===== src/rtl/uncache_wbuf_pkg.sv =====
// Shared types and constants for the uncached store write buffer.
package uncache_wbuf_pkg;

  localparam int unsigned ADDR_W = 32;
  localparam int unsigned DATA_W = 32;
  localparam int unsigned STRB_W = 4;

  // Drain FSM encodings
  typedef enum logic [1:0] {
    ST_IDLE = 2'd0,
    ST_AW   = 2'd1,
    ST_W    = 2'd2,
    ST_B    = 2'd3
  } wb_state_e;

  // AXI size and burst encodings
  localparam logic [2:0] SIZE_B     = 3'd0;
  localparam logic [2:0] SIZE_H     = 3'd1;
  localparam logic [2:0] SIZE_W     = 3'd2;
  localparam logic [1:0] BURST_INCR = 2'b01;

  // One queued store
  typedef struct packed {
    logic [ADDR_W-1:0] addr;
    logic [STRB_W-1:0] wen;
    logic [DATA_W-1:0] wdata;
  } wbuf_entry_t;

  localparam int unsigned ENTRY_W = $bits(wbuf_entry_t);

  // Byte offset of the lowest enabled lane
  function automatic logic [1:0] wen_offset(input logic [STRB_W-1:0] wen);
    logic [1:0] off;
    off = 2'd0;
    if (wen[0])      off = 2'd0;
    else if (wen[1]) off = 2'd1;
    else if (wen[2]) off = 2'd2;
    else if (wen[3]) off = 2'd3;
    return off;
  endfunction

  // Transfer size implied by the byte-enable pattern
  function automatic logic [2:0] wen_size(input logic [STRB_W-1:0] wen);
    logic [2:0] sz;
    case (wen)
      4'b1111:          sz = SIZE_W;
      4'b0011, 4'b1100: sz = SIZE_H;
      default:          sz = SIZE_B;
    endcase
    return sz;
  endfunction

endpackage


===== src/rtl/wbuf_fifo.sv =====
// Small synchronous FIFO holding queued stores; push ignored when full, pop ignored when empty.
module wbuf_fifo #(
  parameter int unsigned DEPTH = 4,
  parameter int unsigned WIDTH = 68,
  localparam int unsigned PTR_W = $clog2(DEPTH),
  localparam int unsigned CNT_W = PTR_W + 1
) (
  input  logic             clk,
  input  logic             rst,
  input  logic             push,
  input  logic             pop,
  input  logic [WIDTH-1:0] din,
  output logic [WIDTH-1:0] dout,
  output logic [CNT_W-1:0] count,
  output logic             full,
  output logic             empty
);

  logic [WIDTH-1:0] mem_q [DEPTH];
  logic [WIDTH-1:0] mem_d [DEPTH];
  logic [PTR_W-1:0] wr_ptr_q, wr_ptr_d;
  logic [PTR_W-1:0] rd_ptr_q, rd_ptr_d;
  logic [CNT_W-1:0] count_q, count_d;
  logic             push_ok, pop_ok;

  assign full  = (count_q == CNT_W'(DEPTH));
  assign empty = (count_q == '0);
  assign count = count_q;
  assign dout  = mem_q[rd_ptr_q];

  // Next-state for storage, pointers and occupancy
  always_comb begin
    push_ok  = push & ~full;
    pop_ok   = pop & ~empty;
    mem_d    = mem_q;
    if (push_ok) mem_d[wr_ptr_q] = din;
    wr_ptr_d = wr_ptr_q + PTR_W'(push_ok);
    rd_ptr_d = rd_ptr_q + PTR_W'(pop_ok);
    count_d  = count_q + CNT_W'(push_ok) - CNT_W'(pop_ok);
  end

  // State registers
  always_ff @(posedge clk or posedge rst) begin
    if (rst) begin
      for (int i = 0; i < int'(DEPTH); i++) mem_q[i] <= '0;
      wr_ptr_q <= '0;
      rd_ptr_q <= '0;
      count_q  <= '0;
    end else begin
      mem_q    <= mem_d;
      wr_ptr_q <= wr_ptr_d;
      rd_ptr_q <= rd_ptr_d;
      count_q  <= count_d;
    end
  end

endmodule


===== src/rtl/uncache_wbuf.sv =====
// Uncached store write buffer: queues stores and drains them one at a time as single-beat AXI writes.
module uncache_wbuf
  import uncache_wbuf_pkg::*;
#(
  parameter int unsigned DEPTH  = 4,
  parameter logic [3:0]  AXI_ID = 4'd1
) (
  input  logic        clk,
  input  logic        rst,
  input  logic        req_en,
  input  logic [3:0]  req_wen,
  input  logic [31:0] req_addr,
  input  logic [31:0] req_wdata,
  output logic        stall,
  output logic        empty,
  output logic [3:0]  awid,
  output logic [31:0] awaddr,
  output logic [7:0]  awlen,
  output logic [2:0]  awsize,
  output logic [1:0]  awburst,
  output logic        awvalid,
  input  logic        awready,
  output logic [31:0] wdata,
  output logic [3:0]  wstrb,
  output logic        wlast,
  output logic        wvalid,
  input  logic        wready,
  input  logic        bvalid,
  input  logic [1:0]  bresp,
  output logic        bready
);

  localparam int unsigned CNT_W = $clog2(DEPTH) + 1;

  wb_state_e         state_q, state_d;
  logic              awvalid_q, awvalid_d;
  logic              wvalid_q, wvalid_d;
  logic              wlast_q, wlast_d;
  logic              bready_q, bready_d;
  logic [31:0]       awaddr_q, awaddr_d;
  logic [2:0]        awsize_q, awsize_d;
  logic [31:0]       wdata_q, wdata_d;
  logic [3:0]        wstrb_q, wstrb_d;
  logic              empty_q, empty_d;

  wbuf_entry_t       push_entry, head;
  logic [CNT_W-1:0]  count, cnt_next;
  logic              full, fifo_empty, pop_c;
  logic              unused_c;

  assign push_entry = {req_addr, req_wen, req_wdata};
  assign stall      = req_en & full;
  assign unused_c   = ^{bresp, head.addr[1:0]};

  wbuf_fifo #(
    .DEPTH (DEPTH),
    .WIDTH (ENTRY_W)
  ) u_fifo (
    .clk   (clk),
    .rst   (rst),
    .push  (req_en),
    .pop   (pop_c),
    .din   (push_entry),
    .dout  (head),
    .count (count),
    .full  (full),
    .empty (fifo_empty)
  );

  // Drain FSM: next state and next values of the registered AXI outputs
  always_comb begin
    state_d   = state_q;
    awvalid_d = awvalid_q;
    wvalid_d  = wvalid_q;
    wlast_d   = wlast_q;
    bready_d  = bready_q;
    awaddr_d  = awaddr_q;
    awsize_d  = awsize_q;
    wdata_d   = wdata_q;
    wstrb_d   = wstrb_q;
    pop_c     = 1'b0;
    case (state_q)
      ST_IDLE: begin
        if (count != '0) begin
          state_d   = ST_AW;
          awvalid_d = 1'b1;
          awaddr_d  = {head.addr[31:2], wen_offset(head.wen)};
          awsize_d  = wen_size(head.wen);
          wdata_d   = head.wdata;
          wstrb_d   = head.wen;
        end
      end
      ST_AW: begin
        if (awready) begin
          state_d   = ST_W;
          awvalid_d = 1'b0;
          wvalid_d  = 1'b1;
          wlast_d   = 1'b1;
        end
      end
      ST_W: begin
        if (wready) begin
          state_d  = ST_B;
          wvalid_d = 1'b0;
          wlast_d  = 1'b0;
          bready_d = 1'b1;
        end
      end
      ST_B: begin
        if (bvalid) begin
          state_d  = ST_IDLE;
          bready_d = 1'b0;
          pop_c    = 1'b1;
        end
      end
      default: state_d = ST_IDLE;
    endcase
    cnt_next = count + CNT_W'(req_en & ~full) - CNT_W'(pop_c & ~fifo_empty);
    empty_d  = (cnt_next == '0) & (state_d == ST_IDLE);
  end

  // State and output registers
  always_ff @(posedge clk or posedge rst) begin
    if (rst) begin
      state_q   <= ST_IDLE;
      awvalid_q <= 1'b0;
      wvalid_q  <= 1'b0;
      wlast_q   <= 1'b0;
      bready_q  <= 1'b0;
      awaddr_q  <= '0;
      awsize_q  <= '0;
      wdata_q   <= '0;
      wstrb_q   <= '0;
      empty_q   <= 1'b1;
    end else begin
      state_q   <= state_d;
      awvalid_q <= awvalid_d;
      wvalid_q  <= wvalid_d;
      wlast_q   <= wlast_d;
      bready_q  <= bready_d;
      awaddr_q  <= awaddr_d;
      awsize_q  <= awsize_d;
      wdata_q   <= wdata_d;
      wstrb_q   <= wstrb_d;
      empty_q   <= empty_d;
    end
  end

  assign awid    = AXI_ID;
  assign awlen   = 8'd0;
  assign awburst = BURST_INCR;
  assign awaddr  = awaddr_q;
  assign awsize  = awsize_q;
  assign awvalid = awvalid_q;
  assign wdata   = wdata_q;
  assign wstrb   = wstrb_q;
  assign wlast   = wlast_q;
  assign wvalid  = wvalid_q;
  assign bready  = bready_q;
  assign empty   = empty_q;

endmodule


===== config.mk =====
export PLATFORM = sky130hd
export DESIGN_NAME = uncache_wbuf
export DESIGN_NICKNAME = d
export VERILOG_FILES = /design/src/rtl/uncache_wbuf_pkg.sv /design/src/rtl/wbuf_fifo.sv /design/src/rtl/uncache_wbuf.sv
export SDC_FILE = /design/constraint.sdc
export NUM_CORES = 1
export LEC_CHECK = 0
export CAP_MARGIN = 20
export CORE_AREA = 2 2 178 180
export CTS_BUF_LIST = sky130_fd_sc_hd__clkbuf_8 sky130_fd_sc_hd__clkbuf_16
export DETAILED_ROUTE_END_ITERATION = 7
export DIE_AREA = 0 0 180 182
export PLACE_DENSITY = 0.74
export REMOVE_ABC_BUFFERS = 1
export SYNTH_ARGS = -nofsm -noshare
export SYNTH_HDL_FRONTEND = slang
export SYNTH_HIERARCHICAL = 1
export SYNTH_SLANG_ARGS = --single-unit

===== constraint.sdc =====
create_clock -name clk -period 8.1 [get_ports clk]
set_input_delay 0.81 -clock clk [delete_from_list [all_inputs] [get_ports clk]]
set_output_delay 0.81 -clock clk [all_outputs]
set_load 0.05 [all_outputs]

# Word level (Yosys, flattened, before mapping)
# Index checks and enable logic that the tools add are counted.
# op_classes
add_sub_neg,6
multipliers,0
n_div,0
magnitude_cmp,3
n_eq_ne,11
shifts,0
n_mux,27
bitwise_logic,12
reduce_logical,14
# op_table
operator,n
bitwise mux 272 bit,1
two-way mux 68 bit,3
binary-select mux 68 bit (select 2 bit),1
demux 68 bit (select 2 bit),1
two-way mux 2 bit,8
AND reduction 3 bit,3
"equality test 4 bit, second input constant",2
two-way mux 1 bit,8
"inequality test 2 bit, second input constant",4
case mux 2 bit (4 select lines),1
AND 1 x 3 -> 3 bit,2
"greater-or-equal comparator 3 bit, second input constant",2
zero test 3 bit,2
NOT 1 -> 3 bit,2
NOT 2 -> 3 bit,2
case mux 1 bit (2 select lines),3
nonzero test 2 bit,3
adder 2 x 1 -> 2 bit,2
AND 1 bit,4
"equality test 2 bit, second input constant",2
"equality test 4 x 2 -> 1 bit, second input constant",1
zero test 2 bit,2
case mux 2 bit (2 select lines),1
adder 3 x 1 -> 3 bit,1
11 further kinds,12
# word_totals
reg_bits,356
latch_bits,0
mem_bits_rw,0
mem_bits_ro,0
input_bits,76
out_inout_bits,91
elab_cells,89
memories,0

# Depth between registers and ports, before layout
# Gate-level depths: netlist of run 1.
# logic_depth
ltp_word,8
ltp_mapped,9

# Cells and area by module
# Netlist of run 1, hierarchy kept.
# by_module_without_submodules
mod,n_inst,cells_per_inst,area_each_um2
wbuf_fifo,1,688,12067.8
uncache_wbuf,1,217,3480.8

# Worst setup path before layout of run 1
# OpenSTA, ideal clock, no wires.
# synth_timing
path_type,input to register
from,input bvalid
to,register empty_q (netlist: empty)
setup_ps,63
t_arrival_ps,2436
required_time_ps,8037
slack_ps,5600
cell_stages,9
n_path_buf,0
cell_sequence,and3_1 -> nor2b_1 -> ha_1 -> inv_1 -> ha_1 -> fa_1 -> xnor2_1 -> xnor2_1 -> and4b_1
# synth_between
elab_chain_len,6
# synth_lines
element,line,source
"start, declared",uncache_wbuf.sv:28,"input logic bvalid,"
two-way mux 1 bit,uncache_wbuf.sv:110,if (bvalid) begin
two-way mux 1 bit,uncache_wbuf.sv:82,case (state_q)
AND 1 x 3 -> 3 bit,uncache_wbuf.sv:118,cnt_next = count + CNT_W'(req_en & ~full) - CNT_W'(pop_c & ~fifo_empty);
subtractor 3 bit,uncache_wbuf.sv:118,
zero test 3 bit,uncache_wbuf.sv:119,empty_d = (cnt_next == '0) & (state_d == ST_IDLE);
AND 1 bit (*),uncache_wbuf.sv:119,
via empty_d,uncache_wbuf.sv:44,"logic empty_q, empty_d;"
"end signal, assigned",uncache_wbuf.sv:145,empty_q <= empty_d;
"end, declared",uncache_wbuf.sv:44,
# The timed path passes the listed nets; every way through them passes the cells marked *.
# A chain may end at the register's enable or synchronous reset.

# Worst setup path after layout of run 1
# layout_timing
from,register u_fifo.count_q[1] (netlist: u_fifo/count[1])
to,output stall
# layout_between
elab_chain_len,2
# layout_lines
element,line,source
"start, declared",wbuf_fifo.sv:23,"logic [CNT_W-1:0] count_q, count_d;"
"start signal, assigned",wbuf_fifo.sv:53,count_q <= count_d;
equality test 3 bit,wbuf_fifo.sv:26,assign full = (count_q == CNT_W'(DEPTH));
via full,uncache_wbuf.sv:48,"logic full, fifo_empty, pop_c;"
AND 1 bit,uncache_wbuf.sv:52,assign stall = req_en & full;
"end, declared",uncache_wbuf.sv:14,"output logic stall,"
# The timed path passes the listed nets, and every way through them passes these cells.

==> results of run 1 <==
==> metrics by stage <==
step                      hold slack (ps)  instance area, um2  util, %  TNS, ps  instances
final                                 488               18100     58.5        0       1458
after global routing                  510               18100     58.5        0       1457
after CTS                             497               18100     58.5        0       1457
after detailed placement              484               16900     54.5        0       1391
after global placement                473               16900     54.5        0       1391
after floorplan                       475               14800        -   -47970        830
==> critical path: cells and delay by family, from the launching register on <==
family / cells / cell delay [ps]
flip-flops: 1 / 480
buffers and inverters: 1 / 800
AND/OR/NAND/NOR: 2 / 920
==> flip-flops by register name, indices dropped and copies added (netlist names), 2 cells and up <==
name,count
awaddr,32
wdata,32
wstrb,4
awsize,2
u_fifo/count,3
state_q,2
u_fifo/rd_ptr_q,2
u_fifo/wr_ptr_q,2
u_fifo/mem_q,264
==> layout make-up <==
cell class	count	share of cell area, %
well taps	402	2.77
multi-input cells	473	33.6
flip-flops and latches	347	48.0
clock inverters	20	0.842
clock buffers	46	5.92
inverters	10	0.262
repair buffers	159	8.68
diodes	1	0.0138
==> final timing paths <==
check | from | endpoint | slack (ps) | depth (start not counted)
setup / recovery | u_fifo/count[1]$_DFF_PP0_ | stall | 4590 | 3
hold / removal | awvalid$_DFFE_PP0P_ | awvalid$_DFFE_PP0P_ | 490 | 1
setup reg to reg | u_fifo/count[1]$_DFF_PP0_ | u_fifo/mem_q[248]$_DFFE_PP0P_ | 5070 | 4
hold reg to reg | awvalid$_DFFE_PP0P_ | awvalid$_DFFE_PP0P_ | 490 | 1
max in group asynchronous | rst | u_fifo/mem_q[191]$_DFFE_PP0P_ | 5840 | 3
min in group asynchronous | rst | wdata[30]$_DFFE_PP0P_ | 750 | 2
==> routing by layer <==
metal | up-vias | share of wire, % | wire length, um
met2 | 145 | 47 | 13800
li1 | 3490 | - | -
met3 | 43 | 4.9 | 1450
met4 | 2 | 1.7 | 489
met5 | - | 0.048 | 14
met1 | 4196 | 46 | 13500
==> report_power, final <==
part | total (uW) | switching, uW | internal (uW)
combinational | 3740 | 1670 | 2080
sequential | 3180 | 540 | 2640
clock | 1670 | 671 | 1000
total | 8600 | 2880 | 5720
==> flow_summary.yaml, run 1 <==
pwr:
  vdd_drop_max_mv: 0.235
  p_per_area_nw_per_um2: 474
  power_uw: 8600
  power.leakage_uw: 0.00785
global_route:
  antenna_found_initial: 2
  grt_max_degree: 150
  grt_pass1_vias: 8514
  grt_use_total_pct: 18.4
  grt_first_pass_wirelength_mm: 48.0
  met3_usage_pct: 4.23
  grt_busiest_layer: "met2"
  met2_usage_pct: 28.9
  grtUsageMet1_pct: 26.3
  grt_remaining_overflow: 0
critical_path:
  cp.required_ps: 7290
  cp_max_fo: 8
  path_cells: "nor3b_2 -> and2_1 -> clkdlybuf4s50_1"
  endpoint_kind: "output pin"
  critPathLaunchType: "flop"
  crit_path_top_delay_cell: "clkdlybuf4s50_1"
  slowest_delay_ps: 800
  arrival_ps: 2700
  crit_type: "flop to output pin"
die:
  dieHeight_um: 182
  start_util_pct: 49.1
  ioPinCount: 167
  design.die.area_um2: 32800
  die_x_um: 180
  core_area_um2: 31000
  row_count: 65
clocking:
  cts_root_buf: "clkbuf_16"
  ctsHoldBuffers: 0
  cts_setup_buffers: 0
  cts.sinks: 347
  cts_tree: "yes"
  htree_levels: 2
  clock_latency_ps: 520
  numCtsBuffers: 39
  clkSlewWorstSetupHoldPaths_ps: 60
  cts_max_path_buffers: 3
  post_cts_resized: 0
sta:
  post-route-period-util_pct: 43.4
  fin_worst_skew_ps: 15.6
  slew_violations: 0
  finalHoldViolCount: 0
  setup_viol: 0
  worst_slack_ps: 4590
  rsz0062_at_grt: "false"
  finalCriticalPeriod_ps: 3510
  worst_pin_slew_ps: 913
  maxSlewHeadroom_pct: 39.1
  fmax_ghz: 0.285
layout:
  multi_input_area_um2: 6080
  areaGrowthSynthToFinish_pct: 19.1
  fillers: 2389
  nNetsFinal: 1112
  drive_above_1_share_pct: 45.4
  regArea_um2: 8690
  layout_common_cells: "344 x dfrtp_1, 247 x mux2_2, 147 x clkdlybuf4s50_1"
  final_common_cell: "dfrtp_1"
yosys:
  yosysWarnings: 6
  syn_area_per_cell_um2: 17.2
  synth_cells: 887
  syn_area_um2: 15200
route:
  first_iter_violations: 356
  num_vias: 7876
  drc: 0
  firstDrtPassIters: 4
  wl_mm: 29.3
  wire_per_inst_um: 20.1
  via_per_inst: 5.40
  ant_nets: 0
placed_design:
  gp_congestion: 0.702
  port_buffers: 147
  dp_hpwl_mm: 16.9
  pre_cts_ws_ps: 4790
worst_hold_path:
  hold_path.class: "flop to flop"
flow_run:
  drv_cap: 0
outcome:
  outcome: "finished clean"
(Power assumes the default switching activity.)
==> run 2: changes to the inputs <==
CORE_AREA = 2 2 169 171   (was 2 2 178 180)
DIE_AREA = 0 0 171 173   (was 0 0 180 182)
PLACE_DENSITY = 0.78   (was 0.74)
clock period = 3.25 ns   (was 8.1 ns; I/O delays follow)
==> run 2 against run 1 <==
Against the previous run:
- via count up 0.95%
- combinational power rose to 2.6 times the previous value
- hold slack worse by 91 ps
- wire length down 0.95%
- sequential share of layout area down 0.47 points
- sequential cell count unchanged
- die area down 9.7%
- sequential power up 150%
- highest routed layer is now met4
- non-clock buffer count up 14
- cell area up 0.98%
- clock skew up 3.6 ps
==> flow_summary.yaml, run 2 (synthesis results as in run 1) <==
outcome:
  outcome: "finished clean"
critical_path:
  cp_max_fo: 8
  slowest_delay_ps: 800
  endpoint_kind: "output pin"
  crit_path_top_delay_cell: "clkdlybuf4s50_1"
  arrival_ps: 2590
  critPathTopFamily: "simple AND/OR/NAND/NOR gates"
  path_cells: "nor3b_2 -> and2_1 -> clkdlybuf4s50_1"
  cp.required_ps: 2920
  crit_type: "flop to output pin"
  critPathBufInv: 1
  critPathLaunchType: "flop"
clocking:
  htree_levels: 2
  cts_root_buf: "clkbuf_16"
  ctsHoldBuffers: 0
  clock_latency_ps: 520
  post_cts_resized: 0
  cts_tree: "yes"
  numCtsBuffers: 37
  clkSlewWorstSetupHoldPaths_ps: 60
  cts_max_path_buffers: 3
  cts_setup_buffers: 0
  cts.sinks: 347
placed_design:
  gp_congestion: 0.710
  dp.cells: 1381
  dp_hpwl_mm: 17.5
  port_buffers: 147
die:
  ioPinCount: 167
  core_area_um2: 27600
  design.die.area_um2: 29600
  row_count: 61
  die_x_um: 171
  dieHeight_um: 173
  start_util_pct: 55.1
pwr:
  vdd_drop_max_mv: 0.679
  p_seq_share_pct: 36.8
  power.leakage_uw: 0.00795
  p_per_area_nw_per_um2: 1180
  p_sw_share_pct: 33.5
  p_sw_uw: 7230
  power_uw: 21600
  p_int_uw: 14400
  comb_power_share_pct: 44.2
  clock_power_share_pct: 19.0
sta:
  fmax_ghz: 0.343
  fin_worst_skew_ps: 19.2
  rsz0062_at_grt: "false"
  setup_viol: 0
  maxSlewHeadroom_pct: 46.6
  finalHoldViolCount: 0
  slew_violations: 0
  post-route-period-util_pct: 89.7
  worst_pin_slew_ps: 801
  finalCriticalPeriod_ps: 2920
layout:
  final_common_cell: "dfrtp_1"
  final_cells: 1447
  layout_common_cells: "344 x dfrtp_1, 247 x mux2_2, 147 x clkdlybuf4s50_1"
  fillers: 1918
  areaGrowthSynthToFinish_pct: 20.3
  regMostFlops: "u_fifo/mem_q"
  largest_register_ffs: 264
  regArea_um2: 8690
  multi_input_area_um2: 6080
  nNetsFinal: 1124
  drive_above_1_share_pct: 46.3
route:
  firstDrtPassIters: 4
  first_iter_violations: 395
  ant_nets: 0
  num_vias: 7951
  drc: 0
  wire_per_inst_um: 20.0
  via_per_inst: 5.49
  wl_mm: 29.0
global_route:
  grt_pass1_vias: 8645
  grt_max_degree: 86
  grt_first_pass_wirelength_mm: 47.4
  antenna_found_initial: 0
  grt_use_total_pct: 20.4
  grt_remaining_overflow: 0
worst_hold_path:
  hold_path.class: "input port to asynchronous set/reset pin"
flow_run:
  drv_cap: 0
-- run 2: metrics by stage --
stage	worst slack (ps)	hold slack (ps)	cell area, um2	utilization (%)	TNS [ps]
final	333	397	18300	66.2	0
after global routing	230	463	18300	66.2	0
after CTS	301	407	18300	66.2	0
after detailed placement	673	477	17100	61.8	0
after global placement	717	474	17100	61.8	0
after floorplan	-4630	474	14800	-	-1771600
-- run 2: per-layer routing --
layer | global-route usage, % | share of wire (%) | wire (um) | vias to the layer above
met1 | 28.4 | 45 | 13100 | 4248
met5 | 0 | 0 | 0 | -
met4 | 4.48 | 1.3 | 385 | 0
met2 | 33.5 | 49 | 14300 | 149
li1 | - | - | - | 3520
met3 | 3.98 | 4.4 | 1260 | 34
-- run 2: final timing paths --
kind | cells after the start | slack [ps] | from | end
max | 3 | 330 | u_fifo/count[1]$_DFF_PP0_ | stall
min | 2 | 400 | rst | u_fifo/mem_q[81]$_DFFE_PP0P_
max reg2reg | 9 | 650 | u_fifo/count[1]$_DFF_PP0_ | empty$_DFF_PP1_
min reg2reg | 1 | 490 | awvalid$_DFFE_PP0P_ | awvalid$_DFFE_PP0P_
max in group asynchronous | 4 | 2000 | rst | u_fifo/mem_q[21]$_DFFE_PP0P_
min in group clk | 4 | 480 | wready | wlast$_DFFE_PP0P_
-- run 2: cell type report --
type / count / share of cell area, %
well taps: 378 / 2.58
inverters: 10 / 0.260
multi-input cells: 473 / 33.2
flip-flops and latches: 347 / 47.5
clock inverters: 16 / 0.554
repair buffers: 173 / 9.79
clock buffers: 49 / 6.08
diodes: 1 / 0.0137
-- run 2: worst register-to-register path: stages (launching register included) --
cell      delay, ps
dfrtp_1         480
nor3b_2         600
nand2b_1        190
ha_1            230
inv_1            50
ha_1            170
fa_1            430
nor2_1           90
o21ai_0          70
and4b_1         240
-- run 2: power by group through the flow --
stage                     clock network, uW  logic, uW  registers, uW
after floorplan                           0       5940           9350
after global placement                    0       9400           7890
after detailed placement                  0       9630           7980
after CTS                              4200       9660           7960
after global routing                   4390      10100           8240
final                                  4100       9540           7940
